File: config.mk
export PLATFORM = sky130hd
export DESIGN_NAME = vec_driver
export DESIGN_NICKNAME = d
export VERILOG_FILES = /design/src/rtl/vec_driver.sv
export SDC_FILE = /design/constraint.sdc
export NUM_CORES = 1
export LEC_CHECK = 0
export BUFFER_PORTS_ARGS = -buffer_cell sky130_fd_sc_hd__buf_2
export CAP_MARGIN = 30
export CORE_MARGIN = 5
export CORE_UTILIZATION = 50
export CTS_CLUSTER_DIAMETER = 200
export CTS_CLUSTER_SIZE = 30
export DETAILED_ROUTE_END_ITERATION = 16
export PLACE_DENSITY = 0.74
export SLEW_MARGIN = 20
export SYNTH_ARGS = -nofsm -noshare
export SYNTH_HDL_FRONTEND = slang
export SYNTH_SLANG_ARGS = --single-unit
File: constraint.sdc
create_clock -name clk -period 1.49 [get_ports clk]
set_clock_uncertainty 0.1 [all_clocks]
set_input_delay 0.149 -clock clk [delete_from_list [all_inputs] [get_ports clk]]
set_output_delay 0.149 -clock clk [all_outputs]
set_load 0.05 [all_outputs]
File: src/rtl/vec_driver.sv
// rtl/vec_driver.sv - exhaustive 16-vector sweep driver and checker for a 4-input one-hot detector
//
// Drives every 4-bit vector (x1 = MSB) to a detector, waits SETTLE cycles,
// samples the detector response and tallies matches against the ideal
// "exactly one input high" function.
//
// Ports:
//   clk        in   clock, rising edge
//   rst_n      in   asynchronous active-low reset
//   start      in   pulse in IDLE to begin a sweep
//   x1..x4     out  vector under test (held after the sweep)
//   vec_valid  out  high while x1..x4 carry a vector under test
//   resp       in   detector output
//   busy       out  sweep in progress
//   done       out  one-cycle pulse at sweep completion
//   pass_cnt   out  matching vectors
//   err_cnt    out  mismatching vectors
//   first_err  out  index of the first mismatching vector
//   err_seen   out  any mismatch recorded in this sweep

module vec_driver #(
    parameter int unsigned SETTLE = 2
) (
    input  logic       clk,
    input  logic       rst_n,
    input  logic       start,
    output logic       x1,
    output logic       x2,
    output logic       x3,
    output logic       x4,
    output logic       vec_valid,
    input  logic       resp,
    output logic       busy,
    output logic       done,
    output logic [4:0] pass_cnt,
    output logic [4:0] err_cnt,
    output logic [3:0] first_err,
    output logic       err_seen
);

    typedef enum logic [2:0] {
        IDLE,
        DRIVE,
        WAIT,
        CHECK,
        DONE
    } state_t;

    localparam logic [3:0] SETTLE_LOAD = 4'(SETTLE - 1);

    state_t     state;
    logic [3:0] idx;
    logic [3:0] settle;
    logic       match;
    logic       expected;

    // The vector on x1..x4 always equals idx while in WAIT, so the ideal
    // response can be derived from idx directly.
    always_comb begin
        expected = 1'b0;
        case (idx)
            4'd1, 4'd2, 4'd4, 4'd8: expected = 1'b1;
            default:                expected = 1'b0;
        endcase
    end

    always_ff @(posedge clk or negedge rst_n) begin
        if (!rst_n) begin
            state     <= IDLE;
            idx       <= 4'd0;
            settle    <= 4'd0;
            match     <= 1'b0;
            x1        <= 1'b0;
            x2        <= 1'b0;
            x3        <= 1'b0;
            x4        <= 1'b0;
            vec_valid <= 1'b0;
            busy      <= 1'b0;
            done      <= 1'b0;
            pass_cnt  <= 5'd0;
            err_cnt   <= 5'd0;
            first_err <= 4'd0;
            err_seen  <= 1'b0;
        end else begin
            case (state)
                IDLE: begin
                    done <= 1'b0;
                    if (start) begin
                        pass_cnt  <= 5'd0;
                        err_cnt   <= 5'd0;
                        first_err <= 4'd0;
                        err_seen  <= 1'b0;
                        idx       <= 4'd0;
                        busy      <= 1'b1;
                        state     <= DRIVE;
                    end
                end
                DRIVE: begin
                    {x1, x2, x3, x4} <= idx;
                    vec_valid        <= 1'b1;
                    settle           <= SETTLE_LOAD;
                    state            <= WAIT;
                end
                WAIT: begin
                    // resp is captured on the SETTLE-th edge after x1..x4
                    // changed; CHECK then only does the bookkeeping.
                    if (settle == 4'd0) begin
                        match <= (resp == expected);
                        state <= CHECK;
                    end else begin
                        settle <= settle - 4'd1;
                    end
                end
                CHECK: begin
                    if (match) begin
                        pass_cnt <= pass_cnt + 5'd1;
                    end else begin
                        err_cnt <= err_cnt + 5'd1;
                        if (!err_seen) begin
                            first_err <= idx;
                            err_seen  <= 1'b1;
                        end
                    end
                    if (idx == 4'd15) begin
                        // done, busy and vec_valid are registered, so they
                        // change together as the FSM enters DONE.
                        done      <= 1'b1;
                        busy      <= 1'b0;
                        vec_valid <= 1'b0;
                        state     <= DONE;
                    end else begin
                        idx   <= idx + 4'd1;
                        state <= DRIVE;
                    end
                end
                DONE: begin
                    done  <= 1'b0;
                    state <= IDLE;
                end
                default: begin
                    state <= IDLE;
                end
            endcase
        end
    end

endmodule
# Word level (Yosys, flattened, before mapping)
# Index checks and enable logic that the tools add are counted.
# W data, S select, Z words.
# word_totals
regBits	34
in_bits	4
out_inout_bits	22
elab_cells	82
# op_classes
n_addsub	4
eq_ne	18
muxes	27
n_reduce_logical	18
# ops
cell	count
$pmux W4 S2	3
$mux W4	5
$pmux W5 S2	2
$ne A2 B2 Y1 const B	8
$mux W5	3
$pmux W3 S4	1
$reduce_and A3 Y1	4
$add A5 B1 Y5 const B	2
$reduce_and A2 Y1	5
$mux W3	3
$eq A4 B4 Y1 const B	2
$pmux W1 S2	4
$reduce_bool A2 Y1	4
$eq A3 B2 Y1 const B	2
$mux W1	6
$add A4 B1 Y4 const B	1
$eq A4 B1 Y1 const B	1
$eq A4 B2 Y1 const B	1
$eq A4 B3 Y1 const B	1
$logic_not A4 Y1	1
$reduce_and A4 Y1	1
$reduce_or A4 Y1	1
$sub A4 B1 Y4 const B	1
$eq A3 B1 Y1 const B	1
other kinds (4)	4

# Longest topological paths before layout
# depth
depth_word	4
depth_mapped	6
ltp_nobuf	6

# Worst setup path before layout
# No wires, ideal clock.
# synth_path
path_type	reg-to-reg
from	reg pass_cnt[0]
to	reg pass_cnt[4]
setup_time_ns	0.067
t_arrival_ns	1.555
t_required_ns	1.323
path_slack_ns	-0.232
stages_incl_launch_ff	6
n_path_buf	0
period_less_slack_ns	1.722
path_cell_list	dfrtp_1 -> ha_1 -> nand3_1 -> or2_2 -> o21ai_0 -> a22o_1
# synth_via
elab_chain_cells	3
# synth_rtl
item	line	text
start, declared	35	output logic [4:0] pass_cnt,
start signal, assigned	116	pass_cnt <= pass_cnt + 5'd1;
$add A5 B1 Y5	116	
$mux W5	115	if (match) begin
$pmux W5 S2	85	case (state)
# No other way between the ends. The select of a mux whose other input is x is not followed.
# A chain may end at the register's enable or synchronous reset.

# Worst setup path after layout
# layout_path
from	reg state[1]
to	reg err_cnt[0]
# layout_via
elab_chain_cells	3
word_cells_on_any_way	7
classes_between	eq/ne: 3; mux: 1; reduce/logical: 3
# layout_rtl
item	line	text
start, declared	51	state_t state;
start signal, assigned	69	state <= IDLE;
start signal, assigned	95	state <= DRIVE;
start signal, assigned	102	state <= WAIT;
$eq A3 B2 Y1 or $logic_not A3 Y1 (tied branches)	85	
$ne A2 B2 Y1 (no line) or $reduce_bool A2 Y1 (tied branches)	n/a	
$reduce_and A3 Y1 (no line)	n/a	
end signal, assigned	118	err_cnt <= err_cnt + 5'd1;
end, declared	36	output logic [4:0] err_cnt,
# Parallel ways exist; a longest one is shown, timed or not.

==> metrics.cfg <==
[yosys]
ys_types = 41
netlist_instances = 168
synth_ff_type = dfrtp_1
yosys-top-cells-area = dfrtp_1, ha_1, o21ai_0, mux2_2, nand2_1
synth_top_cell_by_area = dfrtp_1
synth_edf_count = 0
syn_area_mm2 = 0.00173
ys_seq_area_share_pct = 49.1
syn_area_per_cell_um2 = 10.3
async_flop_share_pct = 100
synth_common_cells = dfrtp_1, o21ai_0, nand2_1
yosysTopAreaCellShare_pct = 49.1
synth_nets = 180
yosysWarnings = 0
synth.ff_latch_count = 34
synth.most_common_cell = dfrtp_1

[floorplan]
core.rowCount = 21
die_area_mm2 = 0.00474
io_pins = 26
die_h_um = 68.9
initial_core_util_pct = 51.9
die_w_um = 68.9
core_area_mm2 = 0.00334

[power]
power.density_mw_per_mm2 = 1030
ir_drop_mv = 0.601
p_leak_uw = 0.00108
power_uw = 2500

[sta]
slew_viol_final = 0
timing.fmax_mhz = 625
timing_worst_slew_pin_value_ps = 377
slew-limit-headroom_pct = 74.9
layout_min_cycle_time_ps = 1600
setup_viol = 17
finalHoldViolations = 0
rsz0062_at_grt = true
finalWorstSetupSlack_ps = -111
period_share_pct = 107

[global_routing]
grt_use_total_pct = 19.3
grt_max_degree = 21
globalRoute.busiestLayer = met2
overflow = 0
grt_util_met3_pct = 3.89
grtUsageMet2_pct = 33.9
grt_pass1_wl_um = 6710
antenna_found_initial = 0
grt_pass1_vias = 1520
grtUsageMet1_pct = 22.3

[clock_network]
clockRootBuffer = clkbuf_4
htree_levels = 2
cts_buffers = 5
cts_buffer_depth = 2
cts_sinks = 34
cts_tree = yes
insertion_delay_ps = 340
path_clk_slew_ps = 110

[flow_run]
timing.max_cap.violations = 0

[finish]
area_growth_pct = 39.9
drive_gt1_share_pct = 49.6
final_nets = 241
antenna_cells = 0
fill_cells = 246

[setup_path]
r2r-start = state[1]$_DFFE_PN0P_
reg2reg_slack_ps = -110
crit_fanout = 6
crit_type = register to register
critPathMaxStageDelay_ps = 460
rr_worst_depth = 3
cp-start-kind = register
arrival_ps = 1740
worstPathCellList = or3b_4, a21o_4, mux2_4
required_ps = 1630
reg2reg_to = err_cnt[0]$_DFFE_PN0P_
crit_path_top_delay_cell = or3b_4
cp-end-kind = register

[min_path]
hp-class = input pin to register
hold_start = start
holdPathEnd = busy$_DFFE_PN0P_
min_path_cells = 3

[outcome]
failed_checks = setup timing
status = finished, violations left

[placed_design]
post-place-ws_ps = -117
routabilityCongestion = 0.795
portBuffers = 25
dpl.hpwl_um = 2790

[routing]
drt_wl_total_um = 4240
drtPass1Iterations = 4
wl_per_cell_um = 15.4
dr_total_vias = 1569
via_per_inst = 5.68
drc = 0
first_iter_violations = 86
antenna_left = 0

## sequential cells by signal, indices dropped and copies added, names as in the netlist
signal and count:
x1 1, first_err 4, x3 1, x2 1, match 1, x4 1
vec_valid 1, busy 1, done 1, state 3, idx 4, settle 4
err_cnt 5, pass_cnt 5, err_seen 1
## worst max-delay path by stage
stage	start	to	slack [ps]	cells after the start
final	state[1]$_DFFE_PN0P_	err_cnt[0]$_DFFE_PN0P_	-110	3
after global routing	idx[1]$_DFFE_PN0P_	match$_DFFE_PN0P_	-160	6
after CTS	settle[1]$_DFFE_PN0P_	settle[3]$_DFFE_PN0P_	-90	6
after detailed placement	state[1]$_DFFE_PN0P_	settle[3]$_DFFE_PN0P_	-120	6
after global placement	state[0]$_DFFE_PN0P_	err_cnt[0]$_DFFE_PN0P_	-40	3
after floorplan	state[0]$_DFFE_PN0P_	err_cnt[0]$_DFFE_PN0P_	-40	3
## cell type report
class	instances	area, um^2	share of cell area [%]
multi-input combinational	123	1000	41.2
clock buffer	5	37.5	1.55
tap	46	57.6	2.37
inverter	6	22.5	0.929
sequential	34	856	35.3
timing repair buffer	59	407	16.8
clock inverter	3	45.0	1.86
## kinds of logic after synthesis
group,Yosys count,synth area share (%)
AOI/OAI and AO/OA,48,18.1
xor gates and xnor gates,6,3.03
adders and majority gates,8,5.78
buffers and inverters,11,3.25
DFF,34,49.1
muxes,6,3.83
and+or+nand+nor,55,16.9
## worst max-delay path, delay by kind of cell, from the launching register on
| kind | cells | cell delay (ps) |
|---|---|---|
| AO/OA/AOI/OAI | 1 | 270 |
| multiplexers | 1 | 260 |
| flip-flops | 1 | 410 |
| AND/OR/NAND/NOR | 1 | 460 |
## power by group
group          internal [uW]  switching, uW  total (uW)  leakage (uW)
clock                    352            336         687     0.0000374
sequential              1020            118        1140      0.000397
combinational            197            474         671      0.000647
total                   1570            927        2500       0.00108
## what timing repair did
action / in CTS / in global routing
hold buffers: 1 / 0
endpoints found under the setup margin: 27 / 29
pin swaps: 14 / 11
resized for setup: 17 / 32
endpoints found under the hold margin: 34 / 0
buffers inserted: 6 / 2
## per-layer routing
metal / up-vias / wire, um
met5: - / 0
li1: 729 / -
met4: 0 / 74
met2: 57 / 2220
met3: 8 / 230
met1: 775 / 1710
## cells in the final DEF (no fill, tap or decap), types with 2 or more instances in the layout
cell	count
nor2_1	7
or2_2	2
o21ai_1	10
o21ai_2	4
a31oi_1	3
a21oi_1	5
clkinvlp_4	2
o21ai_0	5
ha_1	4
buf_4	29
nor3_2	2
buf_6	3
dfrtp_1	30
buf_2	25
a21o_1	2
inv_2	4
ha_4	3
dfrtp_2	4
o31ai_2	3
or3b_4	2
nand3b_1	4
nand2_2	4
xnor2_1	3
inv_1	2
a21o_4	3
nand2b_1	2
nand3_1	7
xor2_1	3
nand2_1	11
clkbuf_4	5
nand3_2	2
a22o_1	6
mux2_2	4
## through the flow
| stage | std cells | utilization [%] | setup TNS (ps) | cell area, um^2 | hold WS [ps] |
|---|---|---|---|---|---|
| finish | 276 | 72.7 | -779 | 2420 | 50.3 |
| global route | 276 | 72.7 | -1680 | 2420 | 86.4 |
| CTS | 274 | 69.1 | -727 | 2310 | 10.9 |
| detailed placement | 259 | 63.4 | -817 | 2120 | -19.8 |
| global placement | 259 | 63.4 | -282 | 2120 | -28.9 |
| floorplan | 168 | - | -160 | 1770 | -247 |
Note: power is estimated with default switching activity, not from simulation.
